$ cat config.mk
export PLATFORM = sky130hd
export DESIGN_NAME = pipe_hazard_ctrl
export DESIGN_NICKNAME = d
export VERILOG_FILES = /design/src/rtl/pipe_pkg.sv /design/src/rtl/pipe_fwd_sel.sv /design/src/rtl/pipe_hazard_ctrl.sv
export SDC_FILE = /design/constraint.sdc
export NUM_CORES = 1
export LEC_CHECK = 0
export BUFFER_PORTS_ARGS = -buffer_cell sky130_fd_sc_hd__buf_2
export CAP_MARGIN = 20
export CORE_UTILIZATION = 44
export CTS_BUF_LIST = sky130_fd_sc_hd__clkbuf_4
export CTS_CLUSTER_SIZE = 8
export DETAILED_ROUTE_END_ITERATION = 8
export PLACE_DENSITY = 0.81
export SYNTH_ARGS = -nofsm -noshare
export SYNTH_HDL_FRONTEND = slang
export SYNTH_SLANG_ARGS = --single-unit
$ cat constraint.sdc
create_clock -name clk -period 2.7 [get_ports clk]
set_input_delay 0.675 -clock clk [delete_from_list [all_inputs] [get_ports clk]]
set_output_delay 0.675 -clock clk [all_outputs]
set_load 0.02 [all_outputs]
$ cat src/rtl/pipe_pkg.sv
// Shared constants for the pipeline hazard controller: forward selects and FSM states.
// Latency: n/a (definitions only).
// Backpressure: n/a.
package pipe_pkg;

  localparam logic [1:0] FWD_REG  = 2'b00;
  localparam logic [1:0] FWD_EXE  = 2'b01;
  localparam logic [1:0] FWD_MEM  = 2'b10;
  localparam logic [1:0] FWD_LOAD = 2'b11;

  typedef enum logic {
    ST_RUN   = 1'b0,
    ST_MWAIT = 1'b1
  } state_t;

endpackage

$ cat src/rtl/pipe_fwd_sel.sv
// Per-operand ID-stage forward selector; EX result beats MEM result, r0 never forwards.
// Latency: purely combinational.
// Backpressure: none; evaluated every cycle.
module pipe_fwd_sel
  import pipe_pkg::*;
(
  input  logic [4:0] src,
  input  logic       use_src,
  input  logic [4:0] ern,
  input  logic       ewreg,
  input  logic [4:0] mrn,
  input  logic       mwreg,
  input  logic       mm2reg,
  output logic [1:0] sel
);

  // Pick the youngest in-flight producer of the source register.
  always_comb begin
    sel = FWD_REG;
    if (use_src && (src != 5'd0)) begin
      if (ewreg && (ern == src))
        sel = FWD_EXE;
      else if (mwreg && (mrn == src))
        sel = mm2reg ? FWD_LOAD : FWD_MEM;
    end
  end

endmodule

$ cat src/rtl/pipe_hazard_ctrl.sv
// Pipeline sequencer: forwarding, load-use stall, branch squash, data-memory freeze.
// Latency: controls are combinational from current inputs and FSM state; mem_err is registered.
// Backpressure: a data-memory stall freezes every stage; PIPE_PERF_CNT_EN adds event counters.
module pipe_hazard_ctrl
  import pipe_pkg::*;
#(
  parameter int MEM_TIMEOUT = 15
`ifdef PIPE_PERF_CNT_EN
  ,parameter int CNT_W = 16
`endif
)(
  input  logic       clk,
  input  logic       clrn,
  input  logic [4:0] drs,
  input  logic [4:0] drt,
  input  logic       duse_rs,
  input  logic       duse_rt,
  input  logic [4:0] ern,
  input  logic       ewreg,
  input  logic       em2reg,
  input  logic [4:0] mrn,
  input  logic       mwreg,
  input  logic       mm2reg,
  input  logic       eBTAKEN,
  input  logic       mreq,
  input  logic       mready,
  output logic [1:0] dADEPEEN,
  output logic [1:0] dBDEPEEN,
  output logic       wpcir,
  output logic       ifid_flush,
  output logic       idex_bubble,
  output logic       freeze,
  output logic       mem_err
`ifdef PIPE_PERF_CNT_EN
  ,output logic [CNT_W-1:0] stall_cnt,
  output logic [CNT_W-1:0] flush_cnt,
  output logic [CNT_W-1:0] mwait_cnt
`endif
);

  localparam int WCW = (MEM_TIMEOUT > 1) ? $clog2(MEM_TIMEOUT) : 1;
  localparam logic [WCW-1:0] WAIT_LAST = WCW'(MEM_TIMEOUT - 1);

  state_t         state;
  logic [WCW-1:0] wait_cnt;
  logic           timeout;
  logic           load_use;
  logic           mem_stall;
  logic           br_flush;
  logic           lu_stall;

  pipe_fwd_sel u_fwd_a (
    .src(drs), .use_src(duse_rs), .ern(ern), .ewreg(ewreg),
    .mrn(mrn), .mwreg(mwreg), .mm2reg(mm2reg), .sel(dADEPEEN)
  );

  pipe_fwd_sel u_fwd_b (
    .src(drt), .use_src(duse_rt), .ern(ern), .ewreg(ewreg),
    .mrn(mrn), .mwreg(mwreg), .mm2reg(mm2reg), .sel(dBDEPEEN)
  );

  // Hazard classification and priority: memory stall > branch flush > load-use.
  // While clrn is low every control is forced inactive so the pipe is released at once.
  always_comb begin
    timeout   = (state == ST_MWAIT) && (wait_cnt == WAIT_LAST);
    load_use  = ewreg && em2reg && (ern != 5'd0) &&
                ((duse_rs && (ern == drs)) || (duse_rt && (ern == drt)));
    mem_stall = clrn && (((state == ST_RUN) && mreq && !mready) ||
                         ((state == ST_MWAIT) && !mready && !timeout));
    br_flush  = clrn && !mem_stall && eBTAKEN;
    lu_stall  = clrn && !mem_stall && !eBTAKEN && load_use;

    freeze      = mem_stall;
    wpcir       = !(mem_stall || lu_stall);
    ifid_flush  = br_flush;
    idex_bubble = br_flush || lu_stall;
  end

  // Memory-wait FSM with bounded wait; a timeout exit raises the sticky error flag.
  always_ff @(posedge clk or negedge clrn) begin
    if (!clrn) begin
      state    <= ST_RUN;
      wait_cnt <= '0;
      mem_err  <= 1'b0;
    end else begin
      case (state)
        ST_RUN: begin
          wait_cnt <= '0;
          if (mreq && !mready) state <= ST_MWAIT;
        end
        ST_MWAIT: begin
          if (mready) begin
            state    <= ST_RUN;
            wait_cnt <= '0;
          end else if (timeout) begin
            state    <= ST_RUN;
            wait_cnt <= '0;
            mem_err  <= 1'b1;
          end else if (wait_cnt != '1) begin
            wait_cnt <= wait_cnt + 1'b1;
          end
        end
        default: begin
          state    <= ST_RUN;
          wait_cnt <= '0;
        end
      endcase
    end
  end

`ifdef PIPE_PERF_CNT_EN
  // Saturating event counters for stall, flush and memory-wait cycles.
  always_ff @(posedge clk or negedge clrn) begin
    if (!clrn) begin
      stall_cnt <= '0;
      flush_cnt <= '0;
      mwait_cnt <= '0;
    end else begin
      if (lu_stall  && (stall_cnt != '1)) stall_cnt <= stall_cnt + 1'b1;
      if (br_flush  && (flush_cnt != '1)) flush_cnt <= flush_cnt + 1'b1;
      if (mem_stall && (mwait_cnt != '1)) mwait_cnt <= mwait_cnt + 1'b1;
    end
  end
`endif

endmodule
==> impl_metrics.toml, run 1 <==
[clock_network]
clkLatencyLatePin_ns = 0.26
cts_tree = "done"
cts-root-buf = "clkbuf_4"
clk_pin_slew_ns = 0.05
cts_buffers = 3
htree_levels = 1
clock-sinks = 6
clock_path_buffers = 2

[synth]
synth_compound_area_share_pct = 12.3
synth_top_area_share_pct = 22.6
netlist_area_um2 = 663
synth-simple-area-share_pct = 32.5
synth_ff_type = "dfrtp_1"
synth_seq_area_share_pct = 22.6
synth_top_family_by_area = "simple AND/OR/NAND/NOR gates"
synth_fp_nets = 114
muxShareOfSynthArea_pct = 0
syn_inst = 81
synth_xor_area_share_pct = 27.7
synth-edff-count = 0
syn_avg_cell_area_um2 = 8.19
synth_cell_types = 31
synth_warnings = 0
synth_area_leaders = "dfrtp_1 23%, xnor2_1 22%, xor2_1 5.3%"
synth_top_area_cell = "dfrtp_1"
async_flop_share_pct = 100
ys_ff_latch = 6
synthAdderAreaFrac_pct = 3.77

[drt]
viasPerCell = 5.46
drt-total-wl_um = 1810
drtAntennaViolNets = 0
wl_per_cell_um = 12.9
drc = 0
vias = 765
drt_iter0_markers = 19
drt_pass1_iterations = 4

[grt]
grt_start_max_net_pins = 11
top_usage_layer = "met2"
grt_first_pass_wirelength_um = 2360
grt_overflow = 0
grt.total_usage_pct = 22.2
first_global_vias = 579
met3_usage_pct = 8.15
use_met2_pct = 37.1
antenna_found_initial = 0
grt.met1_usage_pct = 26.0

[critical_path]
path_max_fanout = 4
critPathBufInv = 1
critPathSlowestCell = "dfrtp_1"
cp_data_arrival_time_ns = 1.94
timing.rr.start = "wait_cnt[1]$_DFFE_PN0P_"
startpoint_type = "register"
cpPeakStageDelay_ns = 0.39
end_kind = "primary output"
worstSetupStartpoint = "wait_cnt[1]$_DFFE_PN0P_"
cp_top_family = "simple AND/OR/NAND/NOR gates"
cp_cell_sequence = "ha_1 -> and4_1 -> or3_4 -> and3_4 -> a41o_1 -> buf_2"
crit_type = "reg2out"
cp.required_ns = 2.03

[placed_design]
dpl_cell_area_um2 = 877
io_buffers = 39
gp_congestion = 0.955
hpwlAfterDp_um = 1480

[pwr]
ir_drop_mv = 0.178
p_per_area_nw_per_um2 = 310
cellLeakagePower_uw = 0.000439

[sta]
hold_violations = 0
setup_viol = 0
timing.fmax_ghz = 0.383
period_share_pct = 96.7
post-route-min-period_ns = 2.61
fin_skew_ns = 0.00190
worstMarginPinSlew_ns = 0.293
slew_headroom_pct = 80.3
final.setup.tns_ns = 0
drv_slew = 0
rsz0062_at_grt = "no"
hold_slack_ns = 0.253

[floorplan]
die_w_um = 40.8
dieArea_um2 = 1670
start_util_pct = 49.1
rows = 13
io_pins = 40
core_um2 = 1350
die_height_um = 40.8

[worst_hold_path]
worstHoldPathType = "in2async"

[final_layout]
synthToLayoutAreaGrowth_pct = 38.9
postLayoutCellArea_um2 = 921
regArea_um2 = 150
nets = 160
multiInputGateArea_um2 = 512
fin_util_pct = 68.2
antennaDiodeCount = 0
fillers = 118
final_layout_size_suffix_gt1_share_pct = 38.4

[outcome]
outcome = "finished, final reports clean"

[run]
drv_cap = 0
repair_timing:
item / 4_1_cts / 5_1_grt
setup endpoints to repair: 1 / 2
endpoints found under the hold margin: 0 / 0
gates cloned: 0 / 0
gates resized for setup: 0 / 1
hold buffers: 0 / 0
buffers inserted: 1 / 1
per-stage QoR:
step / power [µW] / worst slack, ns / instances
6_report: 285 / 0.0891 / 140
5_1_grt: 303 / 0.0122 / 140
4_1_cts: 286 / 0.0496 / 139
3_5_place_dp: 193 / 0.0958 / 135
3_3_place_gp: 191 / 0.125 / 135
2_1_floorplan: 146 / 0.242 / 81
state kept, by name, indices dropped and copies added (netlist names):
register	cells
mem_err	1
state	1
wait_cnt	4
power breakdown:
| group | switching (µW) | total (µW) | internal (µW) |
|---|---|---|---|
| sequential | 1.53 | 93.8 | 92.3 |
| combinational | 52.8 | 102 | 49.1 |
| clock | 39.0 | 89.7 | 50.7 |
| total | 93.3 | 285 | 192 |
final timing paths:
path,end,slack [ns],cells past startpoint
worst max-delay path,idex_bubble,0.09,6
worst min-delay path,mem_err$_DFFE_PN0P_,0.25,1
worst max register to register,state$_DFF_PN0_,1.43,4
worst min register to register,mem_err$_DFFE_PN0P_,0.49,1
max in group asynchronous,wait_cnt[0]$_DFFE_PN0P_,2.27,1
min in group clk,mem_err$_DFFE_PN0P_,0.49,1
layer usage:
| layer | vias to the layer above | wire, µm |
|---|---|---|
| met2 | 30 | 869 |
| met5 | - | 0 |
| met3 | 7 | 86 |
| li1 | 385 | - |
| met1 | 343 | 820 |
| met4 | 0 | 30 |
placed cells by master (no fill, tap or decap), types with 2 or more instances in the layout:
cell / netlist / layout
nor2_1: 6 / 6
or4_1: 2 / 2
xor2_1: 4 / 4
xnor2_1: 17 / 17
clkbuf_4: 0 / 3
nand3_1: 4 / 4
buf_4: 0 / 2
buf_2: 0 / 39
nor3_1: 5 / 5
nand2_1: 6 / 6
a21oi_1: 2 / 2
ha_1: 2 / 2
inv_1: 2 / 2
dfrtp_1: 6 / 6
nand2b_1: 2 / 2
nand4_1: 4 / 4
nor3b_1: 2 / 2
worst reg2reg max path, cell delays in order (launching register included):
cell     delay (ns)
dfrtp_1        0.39
ha_1           0.20
and4_1         0.17
or3_4          0.38
inv_1          0.07
cell families (layout without fill, tap and decap cells):
kind of cell	after synthesis	count (layout)
and+or+nand+nor	38	38
DFF	6	6
buffers and inverters	2	46
adders and majority gates	2	2
xor gates and xnor gates	21	21
AOI/OAI and AO/OA	12	12
cell usage after synthesis (all sizes together) (4+ instances only):
cell type   n
xnor2      17
dfrtp       6
nand2       6
nor2        6
nor3        5
nand3       4
nand4       4
xor2        4
cell type report:
cell class,instances,area share [%]
Clock buffer,3,2.45
Inverter,2,0.815
Multi-Input combinational cell,73,55.6
Sequential cell,6,16.3
Tap cell,15,2.04
Timing Repair Buffer,41,22.8
(Power assumes the default switching activity.)
==> run 2: changes to the inputs <==
--- a/config.mk
+++ b/config.mk
@@ -7,11 +7,12 @@
 export LEC_CHECK = 0
 export BUFFER_PORTS_ARGS = -buffer_cell sky130_fd_sc_hd__buf_2
 export CAP_MARGIN = 20
-export CORE_UTILIZATION = 44
+export CORE_UTILIZATION = 40
 export CTS_BUF_LIST = sky130_fd_sc_hd__clkbuf_4
 export CTS_CLUSTER_SIZE = 8
 export DETAILED_ROUTE_END_ITERATION = 8
-export PLACE_DENSITY = 0.81
+export PLACE_DENSITY = 0.78
+export SLEW_MARGIN = 40
 export SYNTH_ARGS = -nofsm -noshare
 export SYNTH_HDL_FRONTEND = slang
 export SYNTH_SLANG_ARGS = --single-unit
==> constraint.sdc (replaced) <==
create_clock -name clk -period 2.2 [get_ports clk]
set_input_delay 0.55 -clock clk [delete_from_list [all_inputs] [get_ports clk]]
set_output_delay 0.55 -clock clk [all_outputs]
set_load 0.005 [all_outputs]
==> run 2 against run 1 <==
The flow now finishes with violations (negative setup slack). Combinational power rose by 53%. Final area rose by 21%. Wire length rose by 25%. First-iteration DRC count rose by 16%. Clock skew rose by 0.0035 ns. Sequential power rose by 23%. Non-clock buffer count rose by 12. Clock power rose by 13%. Hold slack got worse by 0.10 ns. Flip-flop and latch count did not move. Total power rose by 30%. Register-to-register slack got worse by 0.60 ns. Critical path type is now in2out. Largest power group unchanged.
==> impl_metrics.toml, run 2 (synthesized netlist as in run 1, its figures left out) <==
[pwr]
p_sw_uw = 114
ir_drop_mv = 0.187
power_frac_comb_pct = 41.8
clockPowerShare_pct = 27.2
p_int_uw = 258
p_per_area_nw_per_um2 = 335
p_sw_share_pct = 30.6
p_seq_share_pct = 31.0
cellLeakagePower_uw = 0.000528

[final_layout]
layout.cells.non_filler = 153
final_cell_mix = "33 x buf_2, 16 x xnor2_1, 14 x buf_4"
fillers = 117
antennaDiodeCount = 0
largest_reg_flops = 4
postLayoutCellArea_um2 = 1110
nets = 172
final_common_cell = "buf_2"
regMostFlops = "wait_cnt"
synthToLayoutAreaGrowth_pct = 67.7
final_layout_size_suffix_gt1_share_pct = 51.8
reg.largest.list = "wait_cnt: 4 flops, mem_err: 1 flops, state: 1 flops"

[outcome]
outcome = "finished, violations left"
violations = "negative setup slack"

[clock_network]
clkLatencyLatePin_ns = 0.24
htree_levels = 1
cts_buffers = 3
ctsHoldBuffers = 0
clk_pin_slew_ns = 0.05
cts_tree = "done"
cts-root-buf = "clkbuf_4"
clock_path_buffers = 2
clock-sinks = 6

[critical_path]
path_max_fanout = 3
crit_type = "in2out"
timing.rr.start = "wait_cnt[0]$_DFFE_PN0P_"
cp.required_ns = 1.65
cp_data_arrival_time_ns = 1.86
worstSetupStartpoint = "drt[0]"
startpoint_type = "input pin"
end_kind = "primary output"

[sta]
fin_skew_ns = 0.00540
hold_violations = 0
rsz0062_at_grt = "yes"
slew_headroom_pct = 79.4
setup_ws_ns = -0.205
worstMarginPinSlew_ns = 0.306
post-route-min-period_ns = 2.41
period_share_pct = 109
drv_slew = 0
timing.fmax_ghz = 0.416
setup_viol = 4

[grt]
first_global_vias = 853
grt_first_pass_wirelength_um = 3530
grt.total_usage_pct = 24.8
grt_overflow = 0
antenna_found_initial = 0
grt_start_max_net_pins = 11

[drt]
vias = 828
drtAntennaViolNets = 0
wl_met2_um = 1160
routed.top_layer = "met4"
drt-total-wl_um = 2260
met3_length_um = 81
drt_pass1_iterations = 4
wl_per_cell_um = 14.7
viasPerCell = 5.41
wl_met1_um = 980
drt_iter0_markers = 22
drc = 0

[floorplan]
io_pins = 40
rows = 14
core_um2 = 1520
dieArea_um2 = 1820
die_w_um = 42.7
die_height_um = 42.7
start_util_pct = 43.5

[placed_design]
pre_cts_ws_ns = -0.105
gp_congestion = 0.869
io_buffers = 39
dp.cells = 147
dpl_cell_area_um2 = 961

[worst_hold_path]
worstHoldPathType = "in2async"

[run]
drv_cap = 0
## run 2: cell types whose count changed in the layout (fill, tap and decap cells not counted), sizes merged
cell,delta
buf,+12
## run 2: power by group through the flow
stage	registers, µW	clock network [µW]	logic (µW)
floorplan	117	0	56.6
global placement	117	0	124
detailed placement	117	0	128
CTS	115	101	144
global route	115	110	166
finish	115	101	156
## run 2: area by class of cell
type                    count  area [µm²]  area share [%]
well taps                  16        20.0            1.80
repair buffers             53         342            30.7
flip-flops and latches      6         150            13.5
multi-input cells          73         571            51.3
inverters                   2        7.51           0.675
clock buffers               3        22.5            2.02
## run 2: routing by layer
| layer | global-route usage, % | vias to the layer above |
|---|---|---|
| met5 | 0 | - |
| met4 | 7.50 | 0 |
| met3 | 3.40 | 4 |
| met2 | 45.5 | 28 |
| met1 | 29.4 | 387 |
| li1 | - | 409 |
## run 2: final timing paths
path	depth (start not counted)	slack, ns	to
max reg2reg	6	0.83	wait_cnt[1]$_DFFE_PN0P_
max in group asynchronous	1	1.87	wait_cnt[1]$_DFFE_PN0P_
min in group clk	1	0.48	mem_err$_DFFE_PN0P_
min reg2reg	1	0.48	mem_err$_DFFE_PN0P_
max	7	-0.21	idex_bubble
min	1	0.15	wait_cnt[2]$_DFFE_PN0P_
## run 2: through the flow
step	hold slack (ns)	util, %	setup TNS (ns)	total power (µW)
after global routing	0.157	73.0	-0.781	392
after floorplan	0.254	-	0	174
after CTS	0.151	70.3	-0.351	360
after global placement	0.396	63.1	-0.102	241
after detailed placement	0.402	63.1	-0.151	245
final	0.149	73.0	-0.457	372
## run 2: timing repair
action / 4_1_cts / 5_1_grt
setup endpoints to repair: 7 / 8
pin swaps: 10 / 10
endpoints found under the hold margin: 0 / 0
gates resized for setup: 15 / 10
setup buffers: 3 / 0
## run 2: worst max-delay path, cell delays in order
cell and delay (ns):
buf_6 0.09, buf_4 0.13, xnor2_1 0.21, nand4_1 0.24, o22ai_1 0.30, a41o_1 0.22
buf_2 0.11
==> run 3: changes to the inputs <==
--- a/config.mk
+++ b/config.mk
@@ -7,12 +7,14 @@
 export LEC_CHECK = 0
 export BUFFER_PORTS_ARGS = -buffer_cell sky130_fd_sc_hd__buf_2
 export CAP_MARGIN = 20
-export CORE_UTILIZATION = 40
+export CORE_UTILIZATION = 42
 export CTS_BUF_LIST = sky130_fd_sc_hd__clkbuf_4
 export CTS_CLUSTER_SIZE = 8
 export DETAILED_ROUTE_END_ITERATION = 8
 export PLACE_DENSITY = 0.78
+export SETUP_SLACK_MARGIN = 0.5
 export SLEW_MARGIN = 40
 export SYNTH_ARGS = -nofsm -noshare
 export SYNTH_HDL_FRONTEND = slang
+export SYNTH_HIERARCHICAL = 1
 export SYNTH_SLANG_ARGS = --single-unit
==> run 3 against run 2 <==
The run still ends with negative setup slack left. Clock skew is 0.0027 ns lower. Flip-flop and latch count did not move. Hold slack better by 0.068 ns. Via count is 7.9% higher. Wire length up 5.2%. Clock power about the same.
==> impl_metrics.toml, run 3 <==
[final_layout]
largest_reg_flops = 4
reg.largest.list = "wait_cnt: 4 flops, mem_err: 1 flops, state: 1 flops"
layout.cells.non_filler = 169
synthToLayoutAreaGrowth_pct = 62.3
final_cell_mix = "30 x buf_2, 15 x xnor2_1, 12 x xor2_1"
antennaDiodeCount = 0
final_common_cell = "buf_2"
final_layout_size_suffix_gt1_share_pct = 50.7
regMostFlops = "wait_cnt"
nets = 179
fin_util_pct = 73.8
postLayoutCellArea_um2 = 1290

[critical_path]
r2r_setup_slack_ns = 0.71
path_max_fanout = 5
r2r_end = "wait_cnt[2]$_DFFE_PN0P_"
cp_data_arrival_time_ns = 1.71
r2r_cells = 6
end_kind = "primary output"
startpoint_type = "input pin"
timing.rr.start = "wait_cnt[1]$_DFFE_PN0P_"
cp.required_ns = 1.65
crit_type = "in2out"

[sta]
rsz0062_at_grt = "yes"
slew_headroom_pct = 78.3
final.setup.tns_ns = -0.137
fin_skew_ns = 0.00267
hold_violations = 0
worstMarginPinSlew_ns = 0.322
timing.fmax_ghz = 0.442
post-route-min-period_ns = 2.26
period_share_pct = 103
setup_ws_ns = -0.0623
drv_slew = 0
setup_viol = 3

[floorplan]
die_height_um = 45.5
core_um2 = 1750
start_util_pct = 45.4
dieArea_um2 = 2070
die_w_um = 45.5
io_pins = 40
rows = 15

[placed_design]
pre_cts_ws_ns = -0.00935
dp.cells = 161
io_buffers = 39
dpl_cell_area_um2 = 1070
hpwlAfterDp_um = 1690
gp_congestion = 0.796

[drt]
vias = 893
drtAntennaViolNets = 0
drt_pass1_iterations = 4
drc = 0
wl_per_cell_um = 14.0
drt_iter0_markers = 21
drt-total-wl_um = 2370
viasPerCell = 5.28

[run]
drv_cap = 0

[clock_network]
cts-root-buf = "clkbuf_4"
cts_buffers = 3
clk_pin_slew_ns = 0.05
clkLatencyLatePin_ns = 0.24
clock_path_buffers = 2
cts_tree = "done"
ctsHoldBuffers = 0
htree_levels = 1
clock-sinks = 6

[grt]
top_usage_layer = "met2"
use_met2_pct = 44.9
met3_usage_pct = 2.38
grt.met1_usage_pct = 20.4
grt.total_usage_pct = 22.0
antenna_found_initial = 0
grt_first_pass_wirelength_um = 3250
first_global_vias = 851
grt_overflow = 0
grt_start_max_net_pins = 8

[pwr]
p_sw_uw = 137
p_per_area_nw_per_um2 = 318
p_int_uw = 272
p_seq_share_pct = 28.2
p_sw_share_pct = 33.5
cellLeakagePower_uw = 0.000566
ir_drop_mv = 0.171
power_frac_comb_pct = 47.2
clockPowerShare_pct = 24.6

[synth]
synth_top_area_cell = "dfrtp_1"
synth_ff_type = "dfrtp_1"
async_flop_share_pct = 100
synth_common_cells = "16 x xor2_1, 15 x xnor2_1, 7 x nor2_1, 6 x dfrtp_1, 6 x nand3_1"
synth_fp_nets = 124
synth_warnings = 6
synth_most_common_cell = "xor2_1"
synth_area_leaders = "dfrtp_1 19%, xor2_1 18%, xnor2_1 17%"
netlist_area_um2 = 793
synth_top_area_share_pct = 18.9
syn_inst = 91
ys_ff_latch = 6
synth_cell_types = 25
synth-edff-count = 0
syn_avg_cell_area_um2 = 8.72
synth_seq_area_share_pct = 18.9

[worst_hold_path]
worstHoldPathType = "in2async"

[outcome]
violations = "negative setup slack"
outcome = "finished, violations left"
run 3: cell count changes in the layout (fill, tap and decap cells not counted), moves of 3 or more:
cell     previous run  this run
xor2_1              4        12
buf_4              14        10
buf_2              33        30
buf_6               5         8
nand3_1             3         6
xor2_4              0         3
run 3: power by group through the flow:
| stage | Sequential [µW] | Combinational (µW) | Clock (µW) |
|---|---|---|---|
| after floorplan | 118 | 76.6 | 0 |
| after global placement | 117 | 149 | 0 |
| after detailed placement | 117 | 153 | 0 |
| after CTS | 115 | 165 | 105 |
| after global routing | 115 | 206 | 111 |
| final | 115 | 193 | 101 |
run 3: metal layers:
metal / vias up / routed length, µm
met5: - / 0
met4: 0 / 77
met3: 11 / 119
met2: 37 / 1300
met1: 417 / 881
li1: 428 / -
run 3: layout make-up:
| cell class | instances | area (µm²) |
|---|---|---|
| clock buffers | 3 | 22.5 |
| fillers | 134 | 458 |
| inverters | 4 | 15.0 |
| multi-input cells | 81 | 718 |
| flip-flops and latches | 6 | 150 |
| well taps | 25 | 31.3 |
| repair buffers | 50 | 350 |
run 3: metrics by stage:
stage | power [µW] | hold slack, ns
finish | 409 | 0.217
global route | 433 | 0.216
CTS | 385 | 0.214
detailed placement | 270 | 0.464
global placement | 266 | 0.444
floorplan | 194 | 0.254
run 3: cells by family (layout without fill, tap and decap cells):
logic type / Yosys count / count (layout) / share of synthesized area (%)
AOI/OAI and AO/OA: 11 / 11 / 9.94
adders and majority gates: 2 / 2 / 3.15
and+or+nand+nor: 37 / 37 / 31.9
xor gates and xnor gates: 31 / 31 / 34.2
DFF: 6 / 6 / 18.9
buffers and inverters: 4 / 57 / 1.89
run 3: timing repair:
action	4_1_cts	5_1_grt
gates resized for setup	9	25
pin swaps	10	13
setup endpoints to repair	8	8
buffers inserted	3	2
cloned	0	0
run 3: worst max-delay path by stage:
| stage | startpoint | endpoint | slack, ns |
|---|---|---|---|
| after floorplan | ern[1] | idex_bubble | 0.26 |
| after global placement | ern[1] | dBDEPEEN[1] | 0.0005 |
| after detailed placement | ern[1] | idex_bubble | -0.009 |
| after CTS | wait_cnt[1]$_DFFE_PN0P_ | idex_bubble | -0.07 |
| after global routing | wait_cnt[0]$_DFFE_PN0P_ | idex_bubble | -0.1 |
| final | ern[3] | dBDEPEEN[1] | -0.06 |
run 3: worst max-delay path, cell delays in order:
cell,delay (ns)
buf_4,0.14
xor2_1,0.18
nor4_1,0.34
nand3_1,0.18
nor3b_2,0.20
buf_2,0.13
